### src/rtl/multicycle_ctrl.sv
// Moore control FSM for a multicycle ARM-like datapath.
// Selects are registered from the next state; write enables are gated combinationally.
module multicycle_ctrl (
    input  logic       clk,
    input  logic       reset,
    input  logic [1:0] op,
    input  logic [5:0] funct,
    input  logic       rd_is_pc,
    input  logic       cond_ex,
    input  logic       mem_ready,
    output logic       pc_write,
    output logic       ir_write,
    output logic       reg_write,
    output logic       mem_write,
    output logic       adr_src,
    output logic       alu_src_a,
    output logic [1:0] alu_src_b,
    output logic [1:0] result_src,
    output logic       alu_op,
    output logic [3:0] state
);

    typedef enum logic [3:0] {
        S_FETCH  = 4'd0,
        S_DECODE = 4'd1,
        S_MEMADR = 4'd2,
        S_MEMRD  = 4'd3,
        S_MEMWB  = 4'd4,
        S_MEMWR  = 4'd5,
        S_EXECR  = 4'd6,
        S_EXECI  = 4'd7,
        S_ALUWB  = 4'd8,
        S_BRANCH = 4'd9
    } state_t;

    logic [3:0] r_state;
    logic [3:0] w_next;
    logic [6:0] r_sel;
    logic       w_next_pc;
    logic       w_regw;
    logic       w_memw;
    logic       w_br;
    logic       w_unused;

    // Select bundle ordering: {adr_src, alu_src_a, alu_src_b, result_src, alu_op}
    function automatic logic [6:0] selsFor(input logic [3:0] s);
        selsFor = 7'b0;
        case (s)
            S_FETCH, S_DECODE: selsFor = 7'b0_1_10_10_0;
            S_MEMADR:          selsFor = 7'b0_0_01_00_0;
            S_MEMRD:           selsFor = 7'b1_0_00_00_0;
            S_MEMWB:           selsFor = 7'b0_0_00_01_0;
            S_MEMWR:           selsFor = 7'b1_0_00_00_0;
            S_EXECR:           selsFor = 7'b0_0_00_00_1;
            S_EXECI:           selsFor = 7'b0_0_01_00_1;
            S_BRANCH:          selsFor = 7'b0_0_01_10_0;
            default:           selsFor = 7'b0;
        endcase
    endfunction

    always_comb begin
        w_next = S_FETCH;
        case (r_state)
            S_FETCH:  w_next = mem_ready ? S_DECODE : S_FETCH;
            S_DECODE: begin
                case (op)
                    2'b01:   w_next = S_MEMADR;
                    2'b00:   w_next = funct[5] ? S_EXECI : S_EXECR;
                    2'b10:   w_next = S_BRANCH;
                    default: w_next = S_FETCH;
                endcase
            end
            S_MEMADR: w_next = funct[0] ? S_MEMRD : S_MEMWR;
            S_MEMRD:  w_next = mem_ready ? S_MEMWB : S_MEMRD;
            S_MEMWR:  w_next = mem_ready ? S_FETCH : S_MEMWR;
            S_MEMWB:  w_next = S_FETCH;
            S_EXECR:  w_next = S_ALUWB;
            S_EXECI:  w_next = S_ALUWB;
            S_ALUWB:  w_next = S_FETCH;
            S_BRANCH: w_next = S_FETCH;
            default:  w_next = S_FETCH;
        endcase
    end

    always_ff @(posedge clk) begin
        if (!reset) begin
            r_state <= S_FETCH;
            r_sel   <= selsFor(S_FETCH);
        end else begin
            r_state <= w_next;
            r_sel   <= selsFor(w_next);
        end
    end

    assign w_next_pc = (r_state == S_FETCH);
    assign w_regw    = (r_state == S_MEMWB) || (r_state == S_ALUWB);
    assign w_memw    = (r_state == S_MEMWR);
    assign w_br      = (r_state == S_BRANCH);

    // Holding reset low kills every enable, even mid-instruction.
    assign ir_write  = reset & w_next_pc & mem_ready;
    assign reg_write = reset & w_regw & cond_ex & ~rd_is_pc;
    assign mem_write = reset & w_memw & cond_ex & mem_ready;
    assign pc_write  = reset & ((w_next_pc & mem_ready) | (w_br & cond_ex)
                                | (w_regw & cond_ex & rd_is_pc));

    assign {adr_src, alu_src_a, alu_src_b, result_src, alu_op} = r_sel;
    assign state    = r_state;
    assign w_unused = ^funct[4:1];

endmodule

### config.mk
export PLATFORM = sky130hd
export DESIGN_NAME = multicycle_ctrl
export DESIGN_NICKNAME = d
export VERILOG_FILES = /design/src/rtl/multicycle_ctrl.sv
export SDC_FILE = /design/constraint.sdc
export NUM_CORES = 1
export LEC_CHECK = 0
export ABC_AREA = 1
export CAP_MARGIN = 20
export CORE_UTILIZATION = 41
export CTS_CLUSTER_DIAMETER = 120
export CTS_CLUSTER_SIZE = 24
export DETAILED_ROUTE_END_ITERATION = 8
export PLACE_DENSITY_LB_ADDON = 0.12
export SKIP_CTS_REPAIR_TIMING = 1
export SLEW_MARGIN = 10
export SYNTH_ARGS = -nofsm -noshare
export SYNTH_HDL_FRONTEND = slang
export SYNTH_SLANG_ARGS = --single-unit
### constraint.sdc
create_clock -name clk -period 2 [get_ports clk]
set_input_delay 0.3 -clock clk [delete_from_list [all_inputs] [get_ports clk]]
set_output_delay 0.3 -clock clk [all_outputs]
set_load 0.05 [all_outputs]
==> reports/results.ini <==
[outcome]
status=completed

[timing]
finalSetupViolations=0
tns_ns=0
whs_ns=0.680
finalCriticalPeriod_ns=1.89
worst_slew_pin_slew_ns=0.492
clock_skew_ns=0.00604
slew_viol_final=0
fmax_ghz=0.528
setup_ws_ns=0.106
max-slew-margin-rel_pct=67.1
hold_viol_final=0
timing.final.crit_share_pct=94.7
rsz0062_at_grt=no

[floorplan]
io_pins=28
row_count=12
fp.coreArea_mm2=0.00119
die_area_mm2=0.00152
die_width_um=39.0
fp.dieH_um=39.0
start_util_pct=47.4

[detailed_routing]
drt-total-wl_um=1270
drc=0
drtIter0Drc=6
via_count=589
post_drt_wl_per_cell_um=10.4
ant_nets=0
avgViaCountPerCell=4.83
drt_pass1_iterations=4

[synthesis]
synthArstFlopShare_pct=0
syn_nets=94
netlist-cell-type-count=17
synth_edf_count=0
yosysSeqAreaShare_pct=35.6
syn_inst=81
yosys.area.top_type_share_pct=35.6
synth.area.top_cells=dfxtp_1 (36%), nor2_1 (9.4%), nand3_1 (8.9%)
synth_warnings=0
syn_avg_cell_area_um2=6.94
synth_top_area_cell=dfxtp_1
synthesis.area_um2=562
synth_ff_type=dfxtp_1
synth.top_cells.by_count=nor2_1 (14), nand2_1 (13), dfxtp_1 (10), nand3_1 (10)
ys_ff_latch=10
yosysMostFrequentCell=nor2_1

[critical_path]
slowest_delay_ns=0.86
required_ns=1.70
rr_startpoint=state[3]
crit_start=state[1]
criticalPathCategory=register to primary output
ff2ff_path_depth=7
crit_path_cell_trace=clkdlybuf4s50_1
r2r_setup_slack_ns=0.69
critPathLaunchType=register
path_max_fanout=6
crit_buf_inv=1
timing.rr.end=r_sel[3]
end_kind=primary output
slowest_stage=clkdlybuf4s50_1
crit_arrival_ns=1.59
crit_family=buffers and inverters

[worst_hold_path]
worstHoldPathCells=4
min_to=state[3]
hp-class=register to register
min_from=state[1]

[grt]
grt_max_degree=8
antenna_found_initial=0
grt_pass1_vias=498
grt_pass1_wl_um=2020
track_usage_pct=20.6
grt-ovfl-total=0

[final_layout]
drive_gt1_share_pct=28.7
final_cells=122
nets=123
syn2layout_area_growth_pct=64.1
diodes=0
num-fill-cells=97
regArea_um2=201
multi_input_area_um2=343

[placed_design]
io_buffers=23
place.gp.congestion=0.878
dp_hpwl_um=1070
dp.cells=119
pre_cts_ws_ns=0.263

[power_and_ir_drop]
power_density_mw_per_mm2=634
power_uw=585
peakVddDrop_v=0.000431
p_leak_nw=0.389

[cts]
path_clk_slew_ns=0.06
clock_path_buffers=2
clkLatencyLatePin_ns=0.26
htree_levels=1
cts_tree=done
root_buffer=clkbuf_4
clkSinkCount=10
cts_buffers=3

[flow_run]
drv_cap=0

-- metal layers --
layer	global-route usage [%]	wire length, µm	vias to the layer above
met1	23.0	585	254
met3	8.67	81	4
met5	0	0	-
met4	10.3	25	0
li1	-	-	313
met2	32.9	577	18
-- cell families after synthesis --
family | after synthesis | synth area share (%)
AND/OR/NAND/NOR | 50 | 47.9
buffers and inverters | 15 | 10.7
flip-flops | 10 | 35.6
AO/OA/AOI/OAI | 6 | 5.79
-- cell usage in the layout (no fill, tap or decap), drive strengths merged --
cell            n
dfxtp          10
o21ai           3
nand4           1
nand3          13
a31oi           2
clkbuf          3
nand2          13
nor2           21
inv            14
a21oi           1
nor4            1
clkdlybuf4s50  19
buf             6
nor3            1
-- worst register-to-register path, cell delays in order, from the launching register on --
cell	delay, ns
dfxtp_1	0.47
nor2_4	0.10
nand3_1	0.21
nand3_2	0.09
nor2_2	0.14
nand2_1	0.07
nand2_1	0.05
a21oi_1	0.06
-- sequential cells by signal, indices dropped and copies added, names as in the netlist --
signal	flops
r_sel	6
state	4
-- power breakdown --
part	switching, mW	leakage (nW)	internal (mW)
Sequential	0.0126	0.0819	0.213
Clock	0.0613	0.0138	0.0691
Combinational	0.144	0.294	0.0847
Total	0.218	0.389	0.367
-- final cells by class --
| cell class | instances | share of cell area (%) |
|---|---|---|
| Timing Repair Buffer | 25 | 30.9 |
| Tap cell | 14 | 1.90 |
| Sequential cell | 10 | 21.8 |
| Inverter | 14 | 5.70 |
| Clock buffer | 3 | 2.44 |
| Multi-Input combinational cell | 56 | 37.2 |
-- stage by stage --
step	utilization (%)	area [µm²]
after floorplan	-	603
after global placement	75.7	898
after detailed placement	75.7	898
after CTS	77.6	921
after global routing	77.7	922
final	77.7	922
-- worst max-delay path by stage --
stage	to	slack (ns)	cells past startpoint
2_1_floorplan	reg_write	0.02	4
3_3_place_gp	reg_write	0.29	4
3_5_place_dp	reg_write	0.26	4
4_1_cts	state[1]	0.09	1
5_1_grt	pc_write	0.004	7
6_report	state[1]	0.11	1
Power figures use the tool's default switching activity.
